==> src/rtl/sim_exit_monitor.sv <==
// Simulation exit monitor: decodes HTIF tohost exit writes, runs a retire watchdog,
// and reports a sticky success/failure after a drain period.
module sim_exit_monitor #(
  parameter int unsigned DATA_W       = 64,
  parameter int unsigned CODE_W       = 32,
  parameter int unsigned HANG_LIMIT   = 1000000,
  parameter int unsigned DRAIN_CYCLES = 16,
  parameter int unsigned CNT_W        = 16
) (
  input  logic              clock,
  input  logic              reset,
  input  logic              tohost_valid,
  output logic              tohost_ready,
  input  logic [DATA_W-1:0] tohost_data,
  input  logic              retire,
  output logic              success,
  output logic              failure,
  output logic [CODE_W-1:0] exit_code,
  output logic [1:0]        reason,
  output logic [CNT_W-1:0]  syscall_count
);

  localparam int unsigned HANG_W  = (HANG_LIMIT > 1) ? $clog2(HANG_LIMIT) : 1;
  localparam int unsigned DRAIN_W = (DRAIN_CYCLES > 1) ? $clog2(DRAIN_CYCLES + 1) : 1;
  localparam logic [HANG_W-1:0]  HANG_MAX   = HANG_W'((HANG_LIMIT == 0) ? 0 : HANG_LIMIT - 1);
  localparam logic [DRAIN_W-1:0] DRAIN_INIT = DRAIN_W'(DRAIN_CYCLES);

  localparam logic [1:0] R_NONE = 2'd0;
  localparam logic [1:0] R_EXIT = 2'd1;
  localparam logic [1:0] R_HANG = 2'd2;

  typedef enum logic [1:0] {
    S_RUN   = 2'd0,
    S_DRAIN = 2'd1,
    S_DONE  = 2'd2
  } state_t;

  state_t              state_q, state_d;
  logic [HANG_W-1:0]   hang_q, hang_d;
  logic [DRAIN_W-1:0]  drain_q, drain_d;
  logic [CODE_W-1:0]   code_q, code_d;
  logic [1:0]          reason_q, reason_d;
  logic [CNT_W-1:0]    cnt_d;
  logic                accept;
  logic                done_d;

  // Bits above the exit code field carry no meaning for the exit decode.
  if (DATA_W > CODE_W + 1) begin : g_unused
    logic unused_hi;
    assign unused_hi = ^tohost_data[DATA_W-1:CODE_W+1];
  end

  assign accept = tohost_valid & tohost_ready;

  // Next-state: exit decode, syscall counting, watchdog and drain countdown.
  always_comb begin
    state_d  = state_q;
    hang_d   = hang_q;
    drain_d  = drain_q;
    code_d   = code_q;
    reason_d = reason_q;
    cnt_d    = syscall_count;
    case (state_q)
      S_RUN: begin
        if (accept && tohost_data[0]) begin
          code_d   = tohost_data[CODE_W:1];
          reason_d = (tohost_data[CODE_W:1] == '0) ? R_NONE : R_EXIT;
          drain_d  = DRAIN_INIT;
          state_d  = (DRAIN_CYCLES == 0) ? S_DONE : S_DRAIN;
        end else begin
          if (accept) begin
            cnt_d = (&syscall_count) ? syscall_count : syscall_count + CNT_W'(1);
          end
          if (retire) begin
            hang_d = '0;
          end else if (HANG_LIMIT != 0) begin
            if (hang_q == HANG_MAX) begin
              state_d  = S_DONE;
              reason_d = R_HANG;
              code_d   = '0;
            end else begin
              hang_d = hang_q + HANG_W'(1);
            end
          end
        end
      end
      S_DRAIN: begin
        drain_d = drain_q - DRAIN_W'(1);
        if (drain_q == DRAIN_W'(1)) begin
          state_d = S_DONE;
        end
      end
      S_DONE: begin
      end
      default: state_d = S_RUN;
    endcase
  end

  assign done_d = (state_d == S_DONE);

  always_ff @(posedge clock or posedge reset) begin
    if (reset) begin
      state_q       <= S_RUN;
      hang_q        <= '0;
      drain_q       <= '0;
      code_q        <= '0;
      reason_q      <= R_NONE;
      tohost_ready  <= 1'b0;
      success       <= 1'b0;
      failure       <= 1'b0;
      exit_code     <= '0;
      reason        <= R_NONE;
      syscall_count <= '0;
    end else begin
      state_q       <= state_d;
      hang_q        <= hang_d;
      drain_q       <= drain_d;
      code_q        <= code_d;
      reason_q      <= reason_d;
      tohost_ready  <= 1'b1;
      // Report registers load on the same edge the FSM enters DONE.
      success       <= done_d && (reason_d == R_NONE);
      failure       <= done_d && (reason_d != R_NONE);
      exit_code     <= done_d ? code_d : '0;
      reason        <= done_d ? reason_d : R_NONE;
      syscall_count <= cnt_d;
    end
  end

endmodule

==> config.mk <==
export PLATFORM = sky130hd
export DESIGN_NAME = sim_exit_monitor
export DESIGN_NICKNAME = d
export VERILOG_FILES = /design/src/rtl/sim_exit_monitor.sv
export SDC_FILE = /design/constraint.sdc
export NUM_CORES = 1
export LEC_CHECK = 0
export ABC_AREA = 1
export BUFFER_PORTS_ARGS = -buffer_cell sky130_fd_sc_hd__buf_4
export CAP_MARGIN = 30
export CORE_ASPECT_RATIO = 1.2
export CORE_MARGIN = 2
export CORE_UTILIZATION = 55
export CTS_BUF_LIST = sky130_fd_sc_hd__clkbuf_4
export DETAILED_ROUTE_END_ITERATION = 7
export GPL_TIMING_DRIVEN = 0
export PLACE_DENSITY = 0.85
export SETUP_SLACK_MARGIN = 0.05
export SLEW_MARGIN = 20
export SYNTH_ARGS = -nofsm -noshare
export SYNTH_HDL_FRONTEND = slang
export SYNTH_SLANG_ARGS = --single-unit
==> constraint.sdc <==
create_clock -name clock -period 8.2 [get_ports clock]
set_clock_uncertainty 0.1 [all_clocks]
set_input_delay 1.64 -clock clock [delete_from_list [all_inputs] [get_ports clock]]
set_output_delay 1.64 -clock clock [all_outputs]
set_load 0.02 [all_outputs]
======== Word-level counts from Yosys, hierarchy flattened ========
Index checks and enable logic that the tools add are counted.
cells by class
  reductions and logical operators ........ 12
  $add $sub $neg .......................... 3
  multiplexer cells ....................... 20
  eq/ne operators ......................... 7
  bitwise operators ....................... 3
operators by type and width
  operator                 number
  $mux W32                 5
  $mux W20                 2
  $logic_not A32 Y1        1
  $add A20 B1 Y20 const B  1
  $eq A20 B20 Y1 const B   1
  $mux W2                  9
  $add A16 B1 Y16 const B  1
  $reduce_and A16 Y1       1
  $pmux W5 S2              1
  $pmux W2 S3              1
  $eq A5 B1 Y1 const B     1
  $mux W5                  1
  $sub A5 B1 Y5 const B    1
  $eq A2 B2 Y1 const B     2
  $logic_not A2 Y1         2
  $ne A2 B2 Y1 const B     2
  $reduce_and A4 Y1        1
  $reduce_bool A2 Y1       2
  $logic_and A1 B1 Y1      3
  $reduce_and A3 Y1        1
  $eq A2 B1 Y1 const B     1
  $not A1 Y1               2
  $reduce_and A2 Y1        1
  $and A1 B1 Y1            1
  $mux W1                  1
storage, ports and cells
  bits in registers ....................... 114
  output and inout bits ................... 53

======== Longest topological paths before layout ========
  word-level depth ........................ 7
  mapped depth ............................ 10
  depth with buffers taken out ............ 10

======== Worst setup path after synthesis ========
No wires, ideal clock.
  path type ............................... in2reg
  from .................................... in retire
  to ...................................... reg exit_code[22]
  setup slack ............................. 5.529 ns
  cell stages on the path ................. 8
  data arrival time ....................... 2.498 ns
  setup time .............................. 0.073 ns
  path through ............................ inv_2 -> nand4_2 -> nor2_4 -> nand4_1 -> nand2_1 -> nand2_4 -> buf_6 -> a21oi_2
on the way
  cells in the longest elaborated chain, start to end .. 5
  elaborated cells on any way between the ends .. 8
  those cells by class .................... 1 x eq/ne; 7 x mux
RTL lines
  item                  line  RTL
  from (decl)           15    input logic retire,
  $mux W2               74    if (retire) begin
  $mux W2               65    if (accept && tohost_data[0]) begin
  $pmux W2 S3           63    case (state_q)
  $eq A2 B2 Y1          99    assign done_d = (state_d == S_DONE);
  $mux W32 (*)          124   exit_code <= done_d ? code_d : '0;
  to (signal assigned)  124
  to (decl)             18    output logic [CODE_W-1:0] exit_code,
Every way passes the cells marked *; elsewhere a longest branch is shown, timed or not.
A chain may end at the register's enable or synchronous reset.

======== Worst setup path after layout ========
  from .................................... reg syscall_count[0]
  to ...................................... out syscall_count[0]
RTL lines
  item                    line  RTL
  from (decl)             20    output logic [CNT_W-1:0] syscall_count
  from (signal assigned)  126   syscall_count <= cnt_d;
No word-level cell between the ends.

==> results.py <==
metrics = {
    "setup_path": {
        "r2r_start": "hang_q[0]",
        "start_kind": "register",
        "crit_path_start": "syscall_count[0]",
        "crit_type": "register to output pin",
        "critPathTopFamily": "flip-flops",
        "worst_ep_arrival_time_ps": 1220,
        "worstPathCellList": "buf_4",
        "critPathBufInv": 1,
        "worst_path_max_delay_cell": "dfrtp_1",
        "cp_max_fo": 6,
        "critical_path_cell_count": 1,
        "cp.required_ps": 6460,
        "cp-end-kind": "output pin",
        "reg2regPathDepth": 7,
        "crit_path_max_incr_delay_ps": 490,
    },
    "die": {
        "rows": 39,
        "start_util": 0.569,
        "die_h_um": 113,
        "core_mm2": 0.00961,
        "die_area_mm2": 0.0108,
        "ios": 121,
        "die_x_um": 95.0,
    },
    "sta": {
        "worst_slew_pin_slew_ps": 518,
        "relSlewSlack": 0.655,
        "slew_viol_final": 0,
        "setup-violations-final": 0,
        "finalCriticalPeriod_ps": 2960,
        "max_freq_mhz": 338,
        "fin_setup_tns_ps": 0,
        "fin_crit_sh": 0.360,
        "final_hold_viol_count": 0,
        "rsz0062_at_grt": "no",
    },
    "power": {
        "seqPwrFrac": 0.536,
        "p_clk_frac": 0.432,
        "p_total_mw": 1.05,
        "p_switching_uw": 254,
        "ir_drop_v": 0.000122,
        "p_sw_frac": 0.242,
        "powerDensity_mw_per_mm2": 158,
        "combPwrFrac": 0.032,
        "p_int_uw": 795,
        "leakage_nw": 3.35,
    },
    "clock_tree": {
        "h-tree-depth": 4,
        "clkLatencyLatePin_ps": 530,
        "tritoncts": "yes",
        "postCtsHoldBufs": 0,
        "cts_resized": 0,
        "cts_setup_buffers": 0,
        "cts.path.max_buffers": 2,
        "cts.sinks": 114,
        "path_clk_slew_ps": 120,
        "cts_root_buf": "clkbuf_4",
        "numCtsBuffers": 17,
    },
    "yosys": {
        "ys.flop_type": "dfrtp_1",
        "ys_types": 41,
        "synth_nets": 699,
        "syn_area_mm2": 0.00547,
        "synth_cells": 627,
        "async_flop_share": 1.00,
        "synth-edff-count": 0,
        "avgSynthCellArea_um2": 8.72,
        "yosysWarnings": 0,
        "ys_seq_area_frac": 0.522,
        "ys_ff_latch": 114,
    },
    "min_path": {
        "hold_path.class": "register to register",
        "whs_path_depth": 2,
        "hold_start": "code_q[0]",
    },
    "place": {
        "gp_congestion": 0.922,
        "portBuffers": 89,
        "dp_hpwl_um": 9020,
        "post_dp_cell_area_mm2": 0.00632,
    },
    "grt": {
        "grt_util_met2": 0.437,
        "grt_usage": 0.253,
        "use_met3": 0.0672,
        "grt_antenna_before_repair": 0,
        "grt.busiest_layer": "met2",
        "gr-total-overflow": 0,
        "grt_start_max_net_pins": 73,
        "met1_usage": 0.302,
        "grt_pass1_vias": 4696,
        "grt_pass1_wl_um": 21100,
    },
    "routing": {
        "wl_per_cell_um": 14.2,
        "drt_wl_total_um": 12400,
        "via_count": 4624,
        "drt_first_pass_iters": 5,
        "ant_nets": 0,
        "drt_iter0_drc": 263,
        "drc": 0,
        "vias_per_cell": 5.30,
    },
    "final_layout": {
        "design_area_mm2": 0.00664,
        "syn_to_final_growth_pct": 21.4,
        "multi_input_area_mm2": 0.00232,
        "seqCellArea_mm2": 0.00285,
        "drive_above_1_share": 0.266,
        "fill_cells": 780,
        "nets": 808,
        "diodes": 0,
        "mostFrequentLayoutCells": "201 x nand2_1, 114 x dfrtp_1, 89 x buf_4",
        "mostFrequentLayoutCell": "nand2_1",
    },
    "job": {
        "maxCapViolCount": 0,
    },
    "status": {
        "outcome": "finished, final reports clean",
    },
}
state kept, by name (all words and copies together) (netlist names):
register / flops
code_q: 32
drain_q: 5
exit_code: 32
failure: 1
hang_q: 20
reason: 2
reason_q: 2
state_q: 2
success: 1
syscall_count: 16
tohost_ready: 1
synthesized netlist by cell type, types with 2 or more instances:
library cell,count,share of area
nand3b_2,2,0.0041
nand3b_1,2,0.0027
nand3_2,3,0.0055
xor2_1,14,0.022
o21ai_1,9,0.0082
ha_1,4,0.0092
clkinv_1,2,0.0014
inv_1,36,0.025
or2_2,4,0.0046
nor2_4,3,0.0062
nor2_1,60,0.041
buf_6,8,0.016
o21ai_0,10,0.0092
a21oi_2,29,0.046
clkbuf_1,4,0.0027
nor2_2,2,0.0023
dfrtp_1,114,0.52
nor3_1,5,0.0046
nand3_1,66,0.060
inv_2,2,0.0014
buf_2,7,0.0064
nand2_1,201,0.14
a21oi_1,6,0.0055
xnor2_1,3,0.0048
nand4_1,9,0.010
o21ai_2,7,0.011
final timing paths:
kind,to,slack (ps)
max in group asynchronous,code_q[18],6320
min in group asynchronous,hang_q[17],1000
worst max register to register,code_q[29],6070
worst min-delay path,code_q[0],430
worst min register to register,code_q[0],430
worst max-delay path,syscall_count[0],5240
power groups by stage:
stage	Combinational, mW	Clock [mW]	Sequential [mW]
floorplan	0.0119	0	0.574
global placement	0.0324	0	0.573
detailed placement	0.0350	0	0.573
CTS	0.0351	0.462	0.562
global route	0.0388	0.490	0.562
finish	0.0339	0.453	0.562
metal layers:
metal / up-vias / part of all wire
met5: - / 0
met4: 0 / 0.016
met3: 20 / 0.054
met2: 136 / 0.53
met1: 2217 / 0.40
li1: 2251 / -
area by class of cell:
type | instances | share of cell area
sequential | 114 | 0.430
multi-input combinational | 453 | 0.349
timing repair buffer | 90 | 0.105
clock inverter | 14 | 0.0271
inverter | 41 | 0.0243
tap | 123 | 0.0232
buffer | 19 | 0.0211
clock buffer | 18 | 0.0204
per-stage QoR:
| step | cells | hold WS, ps | setup WS (ps) | utilization |
|---|---|---|---|---|
| global route | 872 | 448 | 5170 | 0.690 |
| detailed placement | 840 | 377 | 5150 | 0.658 |
| floorplan | 627 | 352 | 3440 | - |
| CTS | 872 | 426 | 5200 | 0.690 |
| global placement | 839 | 366 | 2280 | 0.654 |
| finish | 872 | 425 | 5240 | 0.690 |
cells by family after synthesis:
group                      Yosys count  share of synthesized area
DFF                                114                      0.522
adders and majority gates            4                    0.00916
AOI/OAI and AO/OA                   67                     0.0934
and+or+nand+nor                    364                      0.293
xor gates and xnor gates            17                     0.0272
buffers and inverters               60                     0.0542
other                                1                   0.000686
(Power assumes the default switching activity.)
